`config.mk`:
```
export PLATFORM = sky130hd
export DESIGN_NAME = wire_use_blk_flat
export DESIGN_NICKNAME = d
export VERILOG_FILES = /design/src/rtl/wire_use_blk_if.sv /design/src/rtl/wire_use_blk.sv /design/src/flat_wrapper.sv
export SDC_FILE = /design/constraint.sdc
export NUM_CORES = 1
export LEC_CHECK = 0
export CORE_UTILIZATION = 35
export CTS_CLUSTER_DIAMETER = 120
export CTS_CLUSTER_SIZE = 30
export DETAILED_ROUTE_END_ITERATION = 16
export GPL_ROUTABILITY_DRIVEN = 0
export GPL_TIMING_DRIVEN = 0
export PLACE_DENSITY_LB_ADDON = 0.2
export SETUP_SLACK_MARGIN = 0.05
export SYNTH_ARGS = -nofsm -noshare
export SYNTH_HDL_FRONTEND = slang
export SYNTH_SLANG_ARGS = --single-unit
```
`constraint.sdc`:
```
create_clock -name clk_i -period 3.4 [get_ports clk_i]
set_clock_uncertainty 0.1 [all_clocks]
set_input_delay 0.34 -clock clk_i [delete_from_list [all_inputs] [get_ports clk_i]]
set_output_delay 0.34 -clock clk_i [all_outputs]
set_load 0.02 [all_outputs]
```
`src/rtl/wire_use_blk_if.sv`:
```
// Operand and result bundle for wire_use_blk.
// The master drives A/B/D; the slave (the cell) returns E, C, change pulses and the high-time count.
interface wire_use_blk_if #(
    parameter int WIDTH = 1,
    parameter int CNT_W = 8
);
    logic [WIDTH-1:0] A_i;
    logic [WIDTH-1:0] B_i;
    logic [WIDTH-1:0] D_i;
    logic [WIDTH-1:0] E_o;
    logic [WIDTH-1:0] C_o;
    logic [WIDTH-1:0] e_chg_o;
    logic [CNT_W-1:0] e_cnt_o;

    modport master (
        output A_i, B_i, D_i,
        input  E_o, C_o, e_chg_o, e_cnt_o
    );

    modport slave (
        input  A_i, B_i, D_i,
        output E_o, C_o, e_chg_o, e_cnt_o
    );
endinterface

```
`src/rtl/wire_use_blk.sv`:
```
// Registered glue cell: E = (A & B) | D per lane, with change pulses and a saturating high-time counter.
// Optional macro WIRE_USE_INPUT_SYNC_EN inserts a 2-flop input synchroniser (latency 1 -> 3).
module wire_use_blk #(
    parameter int WIDTH = 1,
    parameter int CNT_W = 8
) (
    input  logic          clk_i,
    input  logic          rst_i,
    wire_use_blk_if.slave wu_if
);

    logic [WIDTH-1:0] a_in, b_in, d_in;

`ifdef WIRE_USE_INPUT_SYNC_EN
    logic [WIDTH-1:0] a_s1_q, a_s2_q;
    logic [WIDTH-1:0] b_s1_q, b_s2_q;
    logic [WIDTH-1:0] d_s1_q, d_s2_q;

    // Synchroniser stages clear with the rest of the cell so post-reset
    // outputs are derived from all-zero operands until real data arrives.
    always_ff @(posedge clk_i) begin
        if (rst_i) begin
            a_s1_q <= '0;
            a_s2_q <= '0;
            b_s1_q <= '0;
            b_s2_q <= '0;
            d_s1_q <= '0;
            d_s2_q <= '0;
        end else begin
            a_s1_q <= wu_if.A_i;
            a_s2_q <= a_s1_q;
            b_s1_q <= wu_if.B_i;
            b_s2_q <= b_s1_q;
            d_s1_q <= wu_if.D_i;
            d_s2_q <= d_s1_q;
        end
    end

    assign a_in = a_s2_q;
    assign b_in = b_s2_q;
    assign d_in = d_s2_q;
`else
    assign a_in = wu_if.A_i;
    assign b_in = wu_if.B_i;
    assign d_in = wu_if.D_i;
`endif

    logic [WIDTH-1:0] c_d,   c_q;
    logic [WIDTH-1:0] e_d,   e_q;
    logic [WIDTH-1:0] chg_d, chg_q;
    logic [CNT_W-1:0] cnt_d, cnt_q;

    // NOTE: every always_comb output gets a default first, so no path can infer a latch.
    always_comb begin
        c_d   = a_in & b_in;
        e_d   = c_d | d_in;
        chg_d = e_d ^ e_q;
        cnt_d = cnt_q;
        // Count on the currently visible E, saturating at all-ones.
        if ((|e_q) && (cnt_q != {CNT_W{1'b1}})) begin
            cnt_d = cnt_q + CNT_W'(1);
        end
    end

    // NOTE: state uses non-blocking assignments so all registers update from pre-edge values.
    always_ff @(posedge clk_i) begin
        if (rst_i) begin
            c_q   <= '0;
            e_q   <= '0;
            chg_q <= '0;
            cnt_q <= '0;
        end else begin
            c_q   <= c_d;
            e_q   <= e_d;
            chg_q <= chg_d;
            cnt_q <= cnt_d;
        end
    end

    assign wu_if.C_o     = c_q;
    assign wu_if.E_o     = e_q;
    assign wu_if.e_chg_o = chg_q;
    assign wu_if.e_cnt_o = cnt_q;

endmodule

```
`src/flat_wrapper.sv`:
```
// flat-port wrapper written by rule: the top's interface ports become plain ports
module wire_use_blk_flat 
#(
    parameter int WIDTH = 1,
    parameter int CNT_W = 8
)
  (clk_i, rst_i, wu_if_A_i, wu_if_B_i, wu_if_D_i, wu_if_E_o, wu_if_C_o, wu_if_e_chg_o, wu_if_e_cnt_o);
  wire_use_blk_if #(.WIDTH(WIDTH), .CNT_W(CNT_W)) wu_if_i ();
  input  logic clk_i;
  input  logic rst_i;
  input wire logic [$bits(wu_if_i.A_i)-1:0] wu_if_A_i;
  input wire logic [$bits(wu_if_i.B_i)-1:0] wu_if_B_i;
  input wire logic [$bits(wu_if_i.D_i)-1:0] wu_if_D_i;
  output wire logic [$bits(wu_if_i.E_o)-1:0] wu_if_E_o;
  output wire logic [$bits(wu_if_i.C_o)-1:0] wu_if_C_o;
  output wire logic [$bits(wu_if_i.e_chg_o)-1:0] wu_if_e_chg_o;
  output wire logic [$bits(wu_if_i.e_cnt_o)-1:0] wu_if_e_cnt_o;
  assign wu_if_i.A_i = wu_if_A_i;
  assign wu_if_i.B_i = wu_if_B_i;
  assign wu_if_i.D_i = wu_if_D_i;
  assign wu_if_E_o = wu_if_i.E_o;
  assign wu_if_C_o = wu_if_i.C_o;
  assign wu_if_e_chg_o = wu_if_i.e_chg_o;
  assign wu_if_e_cnt_o = wu_if_i.e_cnt_o;
  wire_use_blk #(.WIDTH(WIDTH), .CNT_W(CNT_W)) u_core (.clk_i(clk_i), .rst_i(rst_i), .wu_if(wu_if_i));
endmodule
```
# Word-level counts from Yosys, hierarchy flattened
# Cells that the tools add are included.
word_totals:
  out_inout_bits: 11
  word_cells: 10
  regBits: 11
  in_bits: 5
classes:
  reduce_logical: 1
  bitwise: 3
  add_sub_neg: 1
  eq_ne: 1
op_table:
  columns: ["cell", "count"]
  rows:
  - ["$add 8x1->8 const B", 1]
  - ["$ne 8x8->1 const B", 1]
  - ["$and 1x1->1", 1]
  - ["$logic_and 1x1->1", 1]
  - ["$or 1x1->1", 1]
  - ["$xor 1x1->1", 1]

# Longest topological paths before layout
depth:
  ltp_word: 3
  depth_mapped: 4
  ltp_nobuf: 4

# Least setup slack after synthesis
# OpenSTA, ideal clock, no wires.
synth_timing:
  path_kind: "register -> register"
  start: "register u_core.cnt_q[0] (netlist: u_core.wu_if.e_cnt_o[0])"
  end: "register u_core.cnt_q[0] (netlist: u_core.wu_if.e_cnt_o[0])"
  setup_ns: 0.121
  path_stages_with_launch: 5
  setup_slack_ns: 1.802
  required_ns: 3.179
  t_arrival_ns: 1.377
  cell_sequence: "dfxtp_1 ha_1 and4_4 a21boi_2 mux2_4"
synth_via:
  elab_chain_len: 2
synth_lines:
  columns: ["item", "line_no", "text"]
  rows:
  - ["from (decl)", "wire_use_blk.sv:51", "logic [CNT_W-1:0] cnt_d, cnt_q;"]
  - ["from (signal assigned)", "wire_use_blk.sv:76", "cnt_q <= cnt_d;"]
  - ["parallel branches: the longest is 2 deep, another holds $add 8x1->8", null, null]
# Several ways; the timed one is not identified.
# A chain may end at the register's enable or synchronous reset.

# Worst setup path after layout
layout_timing:
  start: "register u_core.cnt_q[2] (netlist: u_core.wu_if.e_cnt_o[2])"
  end: "output port wu_if_e_cnt_o[2]"
layout_rtl:
  columns: ["item", "line_no", "text"]
  rows:
  - ["to (decl)", "flat_wrapper.sv:17", "output wire logic [$bits(wu_if_i.e_cnt_o)-1:0] wu_if_e_cnt_o;"]
# No word-level cell between the ends.

==> key figures <==
Power
  • Pwr/cell area: 373 nW/µm²
  • Peak VDD IR: 0.219 mV
  • Static Leak: 0.251 nW
  • Overall power consumption: 260 µW

Die
  • Vertical extent of the die: 39.9 µm
  • Core Region: 1320 µm²
  • I/O Pins: 16
  • Floorplan die width: 39.9 µm
  • Starting density of the core: 38.1%
  • Row cnt: 13
  • Full die area: 1590 µm²

Worst setup path
  • Crit path buf inv count: 1
  • Endpoint required time on the critical path: 2.96 ns
  • Slowest cell delay on critical path: 0.66 ns
  • Worst setup SP type: flop
  • Category of the critical setup timing path: reg -> out
  • Flop2flop setup slack: 1.80 ns
  • WP depth: 1
  • Worst Path Arrival: 1.40 ns
  • Gate family responsible for the most delay along the worst path: buffers and inverters
  • R2R depth: 4
  • Critical path cell sequence: clkdlybuf4s50_1
  • Maximum fanout along the worst path: 9
  • Type of destination of the critical path: output pin
  • Cell with the largest stage delay on the worst path: clkdlybuf4s50_1

Clock tree
  • CTS resizes: 0
  • Clock network latency to the later pin of the worst-skew pair: 0.27 ns
  • Clock tree from TritonCTS: built
  • CTS HTree Levels: 1
  • Buffers inserted during post-CTS setup optimization: 0
  • Clk sink count: 11
  • Clk pin slew, worst setup/hold paths: 0.07 ns
  • Number of clock buffers inserted by TritonCTS: 3
  • Count of hold buffers inserted by post-cts repair: 0
  • CTS root buffer: clkbuf_4
  • Max Buffers Root-to-Sink: 2

STA
  • Worst slew pin tran: 0.462 ns
  • Number of setup violations in the final report: 0
  • Final sum of negative setup slack: 0 ns
  • Worst hold margin: 0.419 ns
  • Period utilization: 54.0%
  • Number of hold violations in the final report: 0
  • Worst relative slew slack: 69.2%
  • Shortest clock period the worst path allows after layout: 1.84 ns
  • Maximum operating frequency: 544 MHz
  • Final slew viol count: 0
  • Unrepaired setup endpoints after global routing: false

Synth
  • Dominant cell type by area after synthesis: dfxtp_1
  • Warnings from Yosys: 0
  • Commonest register cell after synthesis: dfxtp_1
  • Proportion of synthesized flip-flops having asynchronous set or reset: 0%
  • Area contributors post-synth: dfxtp_1 44%, a211oi_1 4.5%, a21oi_1 4.0%, nor3_1 4.0%, nor2_1 3.7%
  • Library cells used by synthesis: 26
  • Number of cells produced by synthesis: 54
  • Area share of the leading cell type in the synthesized netlist: 43.9%
  • Share of synthesized area occupied by flip-flops and latches: 43.9%
  • Synthesized area divided by synthesized cell count: 9.29 µm²
  • Flop and latch count out of synthesis: 11
  • Post-synthesis cell area: 502 µm²
  • Most repeated cell in the gate-level netlist after synthesis: dfxtp_1
  • Commonest cells post-synth: 11 x dfxtp_1, 5 x nor2_1, 4 x a21oi_1, 4 x nor3_1, 3 x a211oi_1
  • Total nets after synthesis: 60
  • EDFF count, synth: 0

Finish
  • Relative area change from synthesis to final layout: 38.9%
  • Fraction of final layout cells sized beyond drive strength 1: 11.0%
  • Cell area after layout: 697 µm²
  • Total area of sequential cells: 220 µm²
  • Filler Cell Count: 136
  • Combined area of the multi-input logic cells: 262 µm²
  • Antenna cell count: 0
  • Final core utilization: 52.9%
  • Final #Nets: 80

Job
  • Maxcap violations: 0

Place
  • Placed wire-length estimate after detailed placement: 711 µm
  • I/O Buffers: 15
  • Area after DPL: 671 µm²

Global route
  • Wire length of the first global-routing pass: 1550 µm
  • GR Overflow Total: 0
  • Antenna violations before repair: 0
  • Number of global-route vias before repair: 366
  • Overall fraction of global-route tracks in use: 15.4%
  • Pin count of the biggest net entering global routing: 11

Routing
  • Via count: 483
  • DRC violation total after the first TritonRoute iteration: 11
  • Vias per cell: 5.49
  • Detailed-router iteration count before antenna repair: 4
  • Number of design rule violations left after detail routing: 0
  • Number of nets still failing antenna checks after routing: 0
  • Wire length per cell: 11.5 µm
  • Final wirelength: 1010 µm

Run status
  • Run status: finished clean

Worst hold path
  • Min-Delay Path Depth: 2
  • Hold/Removal Path Class: reg -> reg
==> kinds of logic (layout without fill, tap and decap cells) <==
group | after synthesis | after routing | synth area share (%)
AO/OA/AOI/OAI | 13 | 13 | 18.2
XOR/XNOR | 1 | 1 | 1.75
adder cells (fa/ha/maj) | 1 | 1 | 2.49
buffers and inverters | 4 | 23 | 3.99
flip-flops | 11 | 11 | 43.9
multiplexers | 2 | 2 | 4.99
AND/OR/NAND/NOR | 22 | 22 | 24.7
==> through the flow <==
stage          worst slack (ns)  instances
2_1_floorplan              1.80         54
3_3_place_gp               1.61         84
3_5_place_dp               1.59         84
4_1_cts                    1.55         88
5_1_grt                    1.50         88
6_report                   1.56         88
==> area by class of cell <==
class | instances | share of cell area, %
Tap cell | 15 | 2.69
Sequential cell | 11 | 31.6
Timing Repair Buffer | 15 | 21.5
Inverter | 1 | 0.539
Buffer | 3 | 2.33
Multi-Input combinational cell | 39 | 37.5
Clock buffer | 4 | 3.77
==> report_power, final <==
| part | switching [mW] | internal, mW | leakage (nW) |
|---|---|---|---|
| clock | 0.0451 | 0.0455 | 0.0150 |
| sequential | 0.00308 | 0.133 | 0.0897 |
| combinational | 0.0153 | 0.0178 | 0.146 |
| total | 0.0636 | 0.196 | 0.251 |
==> worst paths after layout <==
check / start / to
max: u_core.wu_if.e_cnt_o[2] / wu_if_e_cnt_o[2]
min: u_core.wu_if.e_cnt_o[1] / u_core.wu_if.e_cnt_o[1]
max reg2reg: u_core.wu_if.e_cnt_o[0] / u_core.wu_if.e_cnt_o[0]
min reg2reg: u_core.wu_if.e_cnt_o[1] / u_core.wu_if.e_cnt_o[1]
==> registers in the layout (all words and copies together), names as in the netlist <==
| signal | flops |
|---|---|
| u_core.wu_if.e_cnt_o | 8 |
| u_core.wu_if.C_o | 1 |
| u_core.wu_if.E_o | 1 |
| u_core.wu_if.e_chg_o | 1 |
==> per-layer routing <==
metal	track usage [%]	routed length (µm)
met5	0	0
met4	10.3	21
met3	5.11	58
met2	19.8	457
met1	21.0	471
==> cell usage in the layout (no fill, tap or decap) <==
cell	instances
clkdlybuf4s50_1	15
dfxtp_1	11
nor2_1	5
nor3_1	4
a21oi_1	4
a211oi_1	3
clkbuf_4	3
nand2b_1	2
clkbuf_1	2
and4_1	2
a31oi_1	2
nand2_1	2
nor4_1	2
a41oi_1	2
and3_1	1
buf_4	1
and4_4	1
buf_2	1
a21boi_2	1
mux2i_1	1
nor2b_1	1
mux2_4	1
a21boi_0	1
xor2_1	1
inv_1	1
nand3_1	1
nand4_1	1
ha_1	1
Power figures use the tool's default switching activity.
